File: config.mk
export PLATFORM = sky130hd
export DESIGN_NAME = count_sequencer
export DESIGN_NICKNAME = d
export VERILOG_FILES = /design/src/rtl/count_seq_pkg.sv /design/src/rtl/stall_watchdog.sv /design/src/rtl/count_sequencer.sv
export SDC_FILE = /design/constraint.sdc
export NUM_CORES = 1
export LEC_CHECK = 0
export CAP_MARGIN = 20
export CORE_MARGIN = 5
export CORE_UTILIZATION = 57
export DETAILED_ROUTE_END_ITERATION = 12
export PLACE_DENSITY = 0.83
export SYNTH_ARGS = -nofsm -noshare
export SYNTH_HDL_FRONTEND = slang
export SYNTH_HIERARCHICAL = 1
export SYNTH_SLANG_ARGS = --single-unit
File: constraint.sdc
create_clock -name clk -period 3.8 [get_ports clk]
set_input_delay 0.95 -clock clk [delete_from_list [all_inputs] [get_ports clk]]
set_output_delay 0.95 -clock clk [all_outputs]
set_load 0.02 [all_outputs]
File: src/rtl/count_seq_pkg.sv
// Shared definitions for the count sequencer: FSM encoding, outcome codes,
// count width and the default stall limit.
package count_seq_pkg;

  typedef enum logic [2:0] {
    S_IDLE  = 3'd0,
    S_START = 3'd1,
    S_RUN   = 3'd2,
    S_STOP  = 3'd3,
    S_DONE  = 3'd4
  } state_e;

  typedef enum logic [1:0] {
    STAT_HIT   = 2'b00,
    STAT_ABORT = 2'b01,
    STAT_STALL = 2'b10
  } status_e;

  localparam int CNT_W           = 4;
  localparam int STALL_LIMIT_DEF = 32;
  localparam logic [CNT_W-1:0] CNT_MAX = 4'hF;

  function automatic logic [CNT_W-1:0] sat_inc(input logic [CNT_W-1:0] v);
    return (v == CNT_MAX) ? v : v + 1'b1;
  endfunction

endpackage

File: src/rtl/stall_watchdog.sv
// Counts consecutive enabled cycles in which count_in has not moved and flags
// the cycle in which that run of unchanged samples reaches STALL_LIMIT.
module stall_watchdog
  import count_seq_pkg::*;
#(
  parameter int STALL_LIMIT = STALL_LIMIT_DEF
) (
  input  logic             clk,
  input  logic             reset,
  input  logic             clear,
  input  logic             enable,
  input  logic [CNT_W-1:0] count_in,
  output logic             expired
);

  localparam logic [7:0] LIMIT = 8'(STALL_LIMIT);

  logic [7:0]       timer_q, timer_d;
  logic [CNT_W-1:0] prev_q;
  logic             same;

  assign same = (count_in == prev_q);

  // timer_q holds the unchanged cycles already seen, so the current cycle is the LIMIT-th when it equals LIMIT-1
  assign expired = enable && same && (timer_q >= (LIMIT - 8'd1));

  always_comb begin
    timer_d = timer_q;
    if (clear) begin
      timer_d = '0;
    end else if (enable) begin
      if (!same)                timer_d = '0;
      else if (timer_q != LIMIT) timer_d = timer_q + 8'd1;
    end
  end

  always_ff @(posedge clk or posedge reset) begin
    if (reset) begin
      timer_q <= '0;
      prev_q  <= '0;
    end else begin
      timer_q <= timer_d;
      prev_q  <= count_in;
    end
  end

endmodule

File: src/rtl/count_sequencer.sv
// Sequences an external start/stop counter: pulses start, watches count_in for
// target / abort / stall, pulses stop, then reports result, wraps and status.
module count_sequencer
  import count_seq_pkg::*;
#(
  parameter int STALL_LIMIT = STALL_LIMIT_DEF
) (
  input  logic             clk,
  input  logic             reset,
  input  logic             go,
  input  logic [CNT_W-1:0] target,
  input  logic             abort,
  input  logic [CNT_W-1:0] count_in,
  output logic             start,
  output logic             stop,
  output logic             busy,
  output logic             done,
  output logic [CNT_W-1:0] result,
  output logic [CNT_W-1:0] wraps,
  output logic [1:0]       status
);

  state_e           state_q, state_d;
  logic [CNT_W-1:0] target_q, target_d;
  logic [CNT_W-1:0] wraps_q, wraps_d;
  logic [CNT_W-1:0] result_q, result_d;
  logic [1:0]       status_q, status_d;
  logic [CNT_W-1:0] prev_q;
  logic             first_q;
  logic             go_acc, in_run, hit, wrap, expired, term;

  assign go_acc = (state_q == S_IDLE) && go;
  assign in_run = (state_q == S_RUN);
  // first_q masks the match so a target equal to the idle count cannot end the run at once
  assign hit    = in_run && !first_q && (count_in == target_q);
  assign wrap   = in_run && (prev_q == CNT_MAX) && (count_in == '0);
  assign term   = in_run && (abort || expired || hit);

  stall_watchdog #(
    .STALL_LIMIT(STALL_LIMIT)
  ) u_watchdog (
    .clk     (clk),
    .reset   (reset),
    .clear   (go_acc),
    .enable  (in_run),
    .count_in(count_in),
    .expired (expired)
  );

  always_ff @(posedge clk or posedge reset) begin
    if (reset) state_q <= S_IDLE;
    else       state_q <= state_d;
  end

  always_comb begin
    state_d = state_q;
    unique case (state_q)
      S_IDLE:  if (go) state_d = S_START;
      S_START: state_d = S_RUN;
      S_RUN:   if (term) state_d = S_STOP;
      S_STOP:  state_d = S_DONE;
      S_DONE:  state_d = S_IDLE;
      default: state_d = S_IDLE;
    endcase
  end

  always_comb begin
    start = 1'b0;
    stop  = 1'b0;
    busy  = 1'b0;
    done  = 1'b0;
    case (state_q)
      S_START: begin start = 1'b1; busy = 1'b1; end
      S_RUN:   busy = 1'b1;
      S_STOP:  begin stop = 1'b1; busy = 1'b1; end
      S_DONE:  done = 1'b1;
      default: ;
    endcase
  end

  always_comb begin
    target_d = target_q;
    wraps_d  = wraps_q;
    result_d = result_q;
    status_d = status_q;
    if (go_acc) begin
      target_d = target;
      wraps_d  = '0;
    end
    if (wrap) wraps_d = sat_inc(wraps_q);
    // abort outranks stall, stall outranks a plain match
    if (term) begin
      result_d = count_in;
      if (abort)        status_d = STAT_ABORT;
      else if (expired) status_d = STAT_STALL;
      else              status_d = STAT_HIT;
    end
  end

  always_ff @(posedge clk or posedge reset) begin
    if (reset) begin
      target_q <= '0;
      wraps_q  <= '0;
      result_q <= '0;
      status_q <= STAT_HIT;
      prev_q   <= '0;
      first_q  <= 1'b0;
    end else begin
      target_q <= target_d;
      wraps_q  <= wraps_d;
      result_q <= result_d;
      status_q <= status_d;
      prev_q   <= count_in;
      first_q  <= (state_q == S_START);
    end
  end

  assign result = result_q;
  assign wraps  = wraps_q;
  assign status = status_q;

endmodule

# --- Word level (Yosys, flattened, before mapping) ---
# Cells that the tools add are included.
totals:
  ff_bits: 30
  in_bits: 12
  wordCells: 59
op_classes:
  add_sub_neg: 2
  n_lt_le_gt_ge: 1
  n_eq_ne: 13
  muxes: 16
  n_reduce_logical: 19
ops:
  columns: ["operator", "count"]
  rows:
  - ["$mux W8", 4]
  - ["$mux W4", 3]
  - ["$pmux W3 S4", 1]
  - ["$add A8 B1 Y8 const B", 1]
  - ["$eq A4 B4 Y1", 2]
  - ["$eq A4 B4 Y1 const B", 2]
  - ["$ge A8 B5 Y1 const B", 1]
  - ["$logic_and A1 B1 Y1", 8]
  - ["$ne A8 B6 Y1 const B", 1]
  - ["$eq A3 B2 Y1 const B", 2]
  - ["$mux W3", 2]
  - ["$reduce_and A2 Y1", 3]
  - ["$add A4 B1 Y4 const B", 1]
  - ["$logic_not A4 Y1", 1]
  - ["$mux W1", 4]
  - ["$mux W2", 2]
  - ["$ne A2 B2 Y1 const B", 2]
  - ["$reduce_bool A2 Y1", 2]
  - ["$eq A3 B1 Y1 const B", 1]
  - ["$eq A3 B3 Y1 const B", 1]
  - ["$logic_not A3 Y1", 1]
  - ["$ne A3 B3 Y1 const B", 1]
  - ["$reduce_or A3 Y1", 1]
  - ["$logic_or A1 B1 Y1", 2]
  - ["other kinds (2)", 2]

# --- Longest topological paths before layout ---
logic_depth:
  word_depth: 8
  depth_mapped: 9
  ltp_nobuf: 8

# --- By module ---
# The synthesis kept the hierarchy.
by_module_without_submodules:
  columns: ["mod", "instances", "cells_per_inst", "area_each_um2"]
  rows:
  - ["count_sequencer", 1, 115, 1167.4]
  - ["stall_watchdog", 1, 67, 721.9]

# --- Worst setup path after synthesis ---
# Ideal clock, no wire load.
synth_path:
  path_type: "input-to-reg"
  start: "input count_in[2]"
  end: "register result_q[1], in the netlist result[1]"
  setup_ns: 0.130
  arrival_time_ns: 2.312
  required_time_ns: 3.670
  path_slack_ns: 1.358
  stages: 9
  cell_sequence: "xnor2_2 and4_4 buf_6 nand2_1 nor2_1 or2_2 and3_1 a311oi_1 nand3_1"
synth_between:
  elab_chain_cells: 6
synth_lines:
  columns: ["element", "line_no", "rtl"]
  rows:
  - ["start: declaration", "count_sequencer.sv:13", "input logic [CNT_W-1:0] count_in,"]
  - ["$eq A4 B4 Y1", "stall_watchdog.sv:22", "assign same = (count_in == prev_q);"]
  - ["$logic_and A1 B1 Y1 (2 in a row)", "stall_watchdog.sv:25", "assign expired = enable && same && (timer_q >= (LIMIT - 8'd1));"]
  - ["via expired", "count_sequencer.sv:30", "logic go_acc, in_run, hit, wrap, expired, term;"]
  - ["$logic_or A1 B1 Y1 (2 in a row)", "count_sequencer.sv:37", "assign term = in_run && (abort || expired || hit);"]
  - ["$logic_and A1 B1 Y1", "count_sequencer.sv:37", null]
  - ["end signal: assignment", "count_sequencer.sv:111", "result_q <= result_d;"]
  - ["end: declaration", "count_sequencer.sv:26", "logic [CNT_W-1:0] result_q, result_d;"]
# The timed path passes the listed nets, and every way through them passes these cells.
# A chain may end at the register's enable or synchronous reset.

# --- Worst setup path after layout ---
# Same ends and word-level chain as after synthesis.

==> reports/results.tsv <==
metric	value	unit
syn-cell-area	0.001889	mm^2
cp_slowest_cell	clkdlybuf4s50_1	
cts_resized	0	
grt_use_total	0.1919	
synth.distinct_cells	50	
syn_inst	182	
area_growth	18.08	%
cp-end-kind	register	
first_pass_iters	4	
port-buffer-count	25	
min_period	2.856	ns
synth_ff_type	dfrtp_1	
worst-setup-path-type	in2reg	
timing.final.ws_setup	0.9440	ns
crit_fanout	7	
ys_ff_latch	34	
root_buffer	clkbuf_4	
arrival	3.07	ns
grt_pass1_vias	1461	
path_cells	clkdlybuf4s50_1, xnor2_2, and4_4, nand2_1, nor2_1, or2_2, and3_1, a311oi_1, nand3_1	
num_rows	21	
synth_area_per_cell	10.38	um^2
dieArea	0.004566	mm^2
fp.dieW	67.57	um
setup_tns	0	ns
drv_cap	0	
hold_viol	0	
r2r_slack	1.32	ns
cts_tree	yes	
finalCritPeriodShare	0.7516	
slew_violations	0	
finalWeightedCongestion	0.9187	
worstPathRequired	4.01	ns
finClkSkew	0.008133	ns
cp_slowest_stage_delay	0.60	ns
drtIter0Drc	155	
min_path_type	reg2reg	
htreeDepth	2	
nets	223	
die_y	67.57	um
dp_slack	0.6142	ns
vias_per_cell	5.878	
initial_utilization	0.5752	
drc_errors	0	
grt_max_degree	23	
max_slew_margin	0.4496	
fmax	350.1	MHz
power.density	608.4	mW/mm^2
cts_buffers	5	
syn-num-nets	197	
ctsHoldBuffers	0	
p_leak	0.9549	nW
status	finished clean	
rsz0062_at_grt	false	
ys_seq_area_frac	0.4503	
cts.reportedPaths.clkPinSlew	0.10	ns
core_area	0.003284	mm^2
clk_path_buf_depth	2	
yosysWarnings	6	
cp-start-kind	input port	
cts_setup_buffers	0	
grt_overflow_total	0	
antenna_found_initial	0	
num_vias	1493	
cp-startpoint	count_in[2]	
hpwl	2882	um
drtAntennaViolNets	0	
io_pins	26	
critPathBufInv	1	
wl	3922	um
wire_per_inst	15.44	um
async_flop_share	1.000	
drive_gt1_frac	0.1442	
finalSetupViolations	0	
num_antenna_cells	0	
insertion_delay	0.33	ns
synth_edf_count	0	
grt_pass1_wl	6527	um
cp_top_family	simple AND/OR/NAND/NOR gates	
ir_drop	0.0005198	V
tightestPinTransition	0.8247	ns
reg2reg_from	u_watchdog/timer_q[0]$_DFFE_PP0P_	
cts_sinks	34	
hp-start	target_q[3]$_DFFE_PP0P_	
metrics by stage:
| step | hold WS [ns] | instances | power [mW] | utilization | cell area [um^2] |
|---|---|---|---|---|---|
| after floorplan | 0.4652 | 182 | 0.9363 | - | 1889 |
| after detailed placement | 0.4900 | 247 | 1.092 | 0.6545 | 2150 |
| after CTS | 0.5153 | 254 | 1.363 | 0.6792 | 2231 |
| after global routing | 0.5374 | 254 | 1.437 | 0.6792 | 2231 |
| after global placement | 0.5031 | 247 | 1.070 | 0.6545 | 2150 |
| final | 0.5111 | 254 | 1.357 | 0.6792 | 2231 |
final cells by class:
cell class,instances,area (um^2)
fill,255,1054
multi-input combinational,128,934.6
sequential,34,850.8
timing repair buffer,26,257.7
tap,46,57.56
clock buffer,6,51.30
inverter,13,48.80
clock inverter,1,30.03
flip-flops by register name (all words and copies together), names as in the netlist:
name,flops
result,4
wraps,4
prev_q,4
u_watchdog/prev_q,4
first_q,1
state_q,3
target_q,4
status,2
u_watchdog/timer_q,8
tightest hold or removal path, delay by kind of cell, from the launching register on:
kind	cells	cell delay, ns
flops	1	0.37
simple gates	2	0.12
metal layers:
layer,share of wire,global-route usage,up-vias
met5,0,0,-
met4,0.011,0.07342,0
met3,0.062,0.06489,4
met2,0.50,0.3171,46
met1,0.43,0.2294,733
li1,-,-,710
final timing paths:
path                                                       end  cells after the start
worst max-delay path                     result[1]$_DFFE_PP0P_                      9
max in group asynchronous                result[0]$_DFFE_PP0P_                      2
min in group asynchronous       u_watchdog/prev_q[3]$_DFF_PP0_                      2
worst max register to register           result[1]$_DFFE_PP0P_                      8
worst min-delay path                   target_q[3]$_DFFE_PP0P_                      2
worst min register to register         target_q[3]$_DFFE_PP0P_                      2
Yosys cell counts (2+ instances only):
master	number	area share
dfrtp_1	34	0.45
nand3_1	12	0.032
o31ai_1	4	0.016
xnor2_2	4	0.034
nand3b_1	3	0.012
inv_1	13	0.026
a31oi_1	4	0.013
nor3_1	2	0.0053
xnor2_1	2	0.0093
and3b_1	2	0.0093
ha_1	3	0.020
xor2_1	4	0.019
o21ai_0	4	0.011
o211ai_1	4	0.016
a22o_1	2	0.0093
buf_6	3	0.018
buf_2	2	0.0053
mux2_2	2	0.012
nand2b_1	4	0.013
o221a_2	3	0.018
or2_2	2	0.0066
nor2_1	8	0.016
nand2_1	19	0.038
nand4_1	8	0.026
and3_1	5	0.017
nor2b_1	5	0.017
kinds of logic (layout without fill, tap and decap cells):
logic type,count (synthesis),in the layout,share of synthesized area
simple gates,82,82,0.2669
flops,34,34,0.4503
compound gates,31,31,0.1338
buf+inv,20,46,0.05497
xor+xnor,10,10,0.06225
fa+ha+maj,3,3,0.01987
mux,2,2,0.01192
cell usage in the layout, fill, tap and decap left out, types with 5 or more instances in the layout:
| master | n |
|---|---|
| nand3_1 | 12 |
| dfrtp_1 | 34 |
| nor2_1 | 8 |
| nand2_1 | 19 |
| and3_1 | 5 |
| nand4_1 | 8 |
| inv_1 | 13 |
| nor2b_1 | 5 |
| clkdlybuf4s50_1 | 25 |
| clkbuf_4 | 5 |
where the power goes:
part           switching (mW)  internal (mW)
Combinational           0.326          0.257
Sequential             0.0729          0.433
Clock                   0.115          0.153
Total                   0.514          0.844
Power figures use the tool's default switching activity.
==> variant 1, RTL diff (same flow settings) <==
`CNT_W`: 4 -> 6.
--- a/src/rtl/count_seq_pkg.sv
+++ b/src/rtl/count_seq_pkg.sv
@@ -16,7 +16,7 @@
     STAT_STALL = 2'b10
   } status_e;
 
-  localparam int CNT_W           = 4;
+  localparam int CNT_W           = 6;
   localparam int STALL_LIMIT_DEF = 32;
   localparam logic [CNT_W-1:0] CNT_MAX = 4'hF;
 
Ports: changed (resized count_in, result, target and wraps); port bits go from 26 to 34. The function was not compared with the original's and may differ.
==> variant 1 against the unedited design <==
- synthesized area rose by 11%
- final area increased by 16%
- via count is 3.5% higher
- total power rose by 9.8%
- routed wire length increased by 14%
- setup slack lost 0.18 ns
- sequential cell count increased by 10
- global-route usage hardly changed
- largest power group is now registers
==> variant 1: results (changes against the unedited design) <==
- Share of cells above drive strength 1: 0.111 (-0.0336)
- Post-synthesis share of cell area spent on full adders, half adders and majority gates: 0.0179 (-0.00195)
- Commonest cells in the synthesized netlist: dfrtp_1 (44), nand2_1 (27), inv_1 (13)
- Arr. time, crit path: 3.21 ns (+0.14 ns)
- Synth Instances: 185 (+1.6%)
- Sw power: 508 µW (-1.2%)
- Final cell count without fillers: 274 (+7.9%)
- Relative slew margins: 0.638 (+0.188)
- Highest fanout seen on the critical path: 9 (+2)
- Global-route wire length before repair: 7600 µm (+16%)
- Clock-pin slew on the worst setup and hold paths: 0.08 ns (-0.02 ns)
- Depth of the worst register-to-register path: 7 (-1)
- Run status: finished clean
- # placed instances: 266 (+7.7%)
- Number of nets in the final layout: 244 (+9.4%)
- Peak VDD IR: 0.322 mV (-38%)
- Synth unique cells: 47 (-6.0%)
- Post-Route Skew: 0.0114 ns (+0.00322 ns)
- Share of the synthesized area in compound gates (AO/OA/AOI/OAI): 0.100 (-0.0334)
- Post-DR vias/cell: 5.64 (-4.1%)
- Post-synthesis xor/xnor area fraction: 0.0544 (-0.00789)
- Routability congestion estimate: 0.875 (-4.7%)
- Vias in the first global route: 1634 (+12%)
- Static power due to leakage: 0.00111 µW (+16%)
- Sequential share of the synthesized area: 0.526 (+0.0754)
- Detailed placer's ending HPWL: 3330 µm (+16%)
## variant 1: changes by cell type after synthesis, sizes merged, moves of 5 or more
| cell | before | now |
|---|---|---|
| dfrtp | 34 | 44 |
| nand2 | 19 | 27 |
| nand3 | 14 | 6 |
| o32ai | 0 | 7 |
| and3 | 6 | 0 |
| nand4 | 9 | 3 |
| buf | 6 | 1 |
| mux2 | 2 | 7 |
| nor2b | 5 | 0 |
| xor2 | 4 | 9 |
## variant 1: routing by layer
metal  track usage  vias to the layer above  routed length (µm)  part of all wire
li1              -                      747                   -                 -
met1         0.234                      750                1910              0.43
met2         0.328                       37                2300              0.51
met3        0.0540                       11                 159             0.036
met4        0.0668                        0                  94             0.021
met5             0                        -                   0                 0
## variant 1: path summary, 6_finish.rpt
check                      slack [ns]                  start               endpoint
setup / recovery                 0.77            count_in[5]              result[1]
hold / removal                   0.50            target_q[3]            target_q[3]
setup reg to reg                 1.35  u_watchdog/timer_q[0]              result[1]
hold reg to reg                  0.50            target_q[3]            target_q[3]
max in group asynchronous        2.42                  reset   u_watchdog/prev_q[2]
min in group asynchronous        1.02                  reset  u_watchdog/timer_q[1]
## variant 1: metrics by stage
step	utilization	hold slack (ns)	area, µm²	setup WS [ns]	total power (µW)
2_1_floorplan	-	0.465	2090	1.20	995
3_3_place_gp	0.691	0.483	2490	0.612	1190
3_5_place_dp	0.691	0.483	2490	0.472	1210
4_1_cts	0.716	0.501	2580	0.787	1500
5_1_grt	0.716	0.532	2580	0.623	1590
6_report	0.716	0.499	2580	0.768	1490
## variant 1: kinds of logic after synthesis
group / Yosys count
XOR/XNOR: 13
multiplexers: 7
buffers and inverters: 17
flip-flops: 44
adder cells (fa/ha/maj): 3
AO/OA/AOI/OAI: 28
AND/OR/NAND/NOR: 73
## variant 1: cell type report
| type | count | area, µm² | share of cell area |
|---|---|---|---|
| Tap cell | 48 | 60.1 | 0.0233 |
| Inverter | 14 | 52.6 | 0.0203 |
| Timing Repair Buffer | 36 | 353 | 0.137 |
| Clock buffer | 8 | 90.1 | 0.0349 |
| Multi-Input combinational cell | 124 | 926 | 0.359 |
| Sequential cell | 44 | 1100 | 0.426 |
## variant 1: worst max-delay path: stages
cell	delay [ns]
clkdlybuf4s50_1	0.65
xor2_1	0.34
nor2_1	0.10
nand2_1	0.07
nor4_1	0.06
o21ai_0	0.21
o21a_1	0.48
mux2_4	0.35
## variant 1: power groups by stage
| stage | Combinational (µW) | Clock [µW] | Sequential, µW |
|---|---|---|---|
| after floorplan | 318 | 0 | 677 |
| after global placement | 546 | 0 | 640 |
| after detailed placement | 559 | 0 | 646 |
| after CTS | 561 | 304 | 639 |
| after global routing | 606 | 330 | 651 |
| final | 556 | 298 | 637 |
==> variant 2, RTL diff (same flow settings) <==
Without the edit above. Take the reset off `result_q` and load it in a clocked block of its own.
--- a/src/rtl/count_sequencer.sv
+++ b/src/rtl/count_sequencer.sv
@@ -101,18 +101,20 @@
     if (reset) begin
       target_q <= '0;
       wraps_q  <= '0;
-      result_q <= '0;
       status_q <= STAT_HIT;
       prev_q   <= '0;
       first_q  <= 1'b0;
     end else begin
       target_q <= target_d;
       wraps_q  <= wraps_d;
-      result_q <= result_d;
       status_q <= status_d;
       prev_q   <= count_in;
       first_q  <= (state_q == S_START);
     end
+  end
+
+  always_ff @(posedge clk) begin
+    result_q <= result_d;
   end
 
   assign result = result_q;
Check against the original RTL: differs if reset is asserted again (counterexample within 4 cycles, from zero or initial values and one cycle with reset high); with reset held inactive, the same outputs for 10 cycles.
==> variant 2 against the unedited design <==
- routed wire length fell by 12%
- synthesized area fell by 11%
- critical path type is now register to output port
- total power fell by 21%
- setup slack improved by 0.13 ns
- final area fell by 9.6%
- sequential cell count did not move
- synthesized cell count fell by 18%
- sequential share of layout area rose by 5.0 points
==> variant 2: results (changes against the unedited design) <==
- Vias: 1236 (-17%)
- Global routing met3 resource utilization: 0.0683 (+0.00341)
- Post-synthesis xor/xnor area fraction: 0.0647 (+0.00243)
- Sequential share of the synthesized area: 0.517 (+0.0671)
- Synth unique cells: 49 (-2.0%)
- Post-synthesis share of cell area spent on full adders, half adders and majority gates: 0.0223 (+0.00244)
- Final cell count without fillers: 211 (-17%)
- Highest fanout seen on the critical path: 6 (-1)
- Top post-synthesis cells by area: dfrtp_1 (45%), edfxtp_1 (7.1%), xnor2_2 (3.9%)
- Final worst slack: 1.07 ns (+0.128 ns)
- Share of cell area taken by muxes after synthesis: 0.0186 (+0.00667)
- Share of async-settable or async-resettable flops after synthesis: 0.882 (-0.118)
- Global-route wire length before repair: 5890 µm (-9.8%)
- Cell family with the largest share of critical-path delay: buffers and inverters
- Commonest cells in the synthesized netlist: dfrtp_1 (30), nand2_1 (14), inv_1 (8), nand3_1 (8)
- Run status: finished clean
- Hold wc startpoint: target_q[2]
- Pin count of the biggest net entering global routing: 19 (-17%)
- Vias in the first global route: 1273 (-13%)
- Sw power: 382 µW (-26%)
- Post-Route Skew: 0.00462 ns (-0.00352 ns)
- GR Util met2: 0.297 (-0.0199)
- Critical Path End: done
- Worst hold-check slack: 0.522 ns (+0.0107 ns)
- First-iteration detailed-routing DRC count: 63 (-59%)
- Worst setup path startpoint: state_q[0]
- Power drawn by the combinational cells: 392 µW (-33%)
- Static power due to leakage: 0.000883 µW (-7.5%)
- Number of nets in the final layout: 194 (-13%)
- Logic pwr share: 0.364 (-0.066)
- Worst-case register-to-register setup slack: 1.65 ns (+0.33 ns)
- Met3 Routed Length: 148 µm (-39%)
- Number of flops mapped to enable cells by yosys: 4 (+4)
- # placed instances: 203 (-18%)
- Depth of the worst register-to-register path: 6 (-2)
- Peak VDD IR: 0.478 mV (-7.9%)
- Standard cell area after detailed placement: 1960 µm² (-9.0%)
- Average cell area after synthesis: 11.3 µm² (+8.8%)
- Arr. time, crit path: 1.78 ns (-1.29 ns)
- Number of nets in the synthesized netlist: 164 (-17%)
- GR Util met1: 0.226 (-0.00329)
- Hold-critical path endpoint: target_q[2]
- Share of the synthesized area in compound gates (AO/OA/AOI/OAI): 0.106 (-0.0282)
- Share of cells above drive strength 1: 0.122 (-0.0220)
variant 2: cell types whose count changed after synthesis, moves of 4 or more:
cell / change
dfrtp_1: -4
edfxtp_1: +4
inv_1: -5
nand2_1: -5
nand3_1: -4
nand4_1: -5
variant 2: cell type report:
class | instances | area, µm² | share of cell area
Inverter | 9 | 33.8 | 0.0167
Tap cell | 31 | 38.8 | 0.0192
Clock buffer | 7 | 55.1 | 0.0273
Sequential cell | 34 | 871 | 0.432
Timing Repair Buffer | 25 | 250 | 0.124
Multi-Input combinational cell | 104 | 763 | 0.378
Clock inverter | 1 | 5.00 | 0.00248
variant 2: cell families (layout without fill, tap and decap cells):
family                   after synthesis  count (layout)
XOR/XNOR                               9               9
buffers and inverters                 11              42
adder cells (fa/ha/maj)                3               3
AO/OA/AOI/OAI                         23              23
flip-flops                            34              34
AND/OR/NAND/NOR                       66              66
multiplexers                           3               3
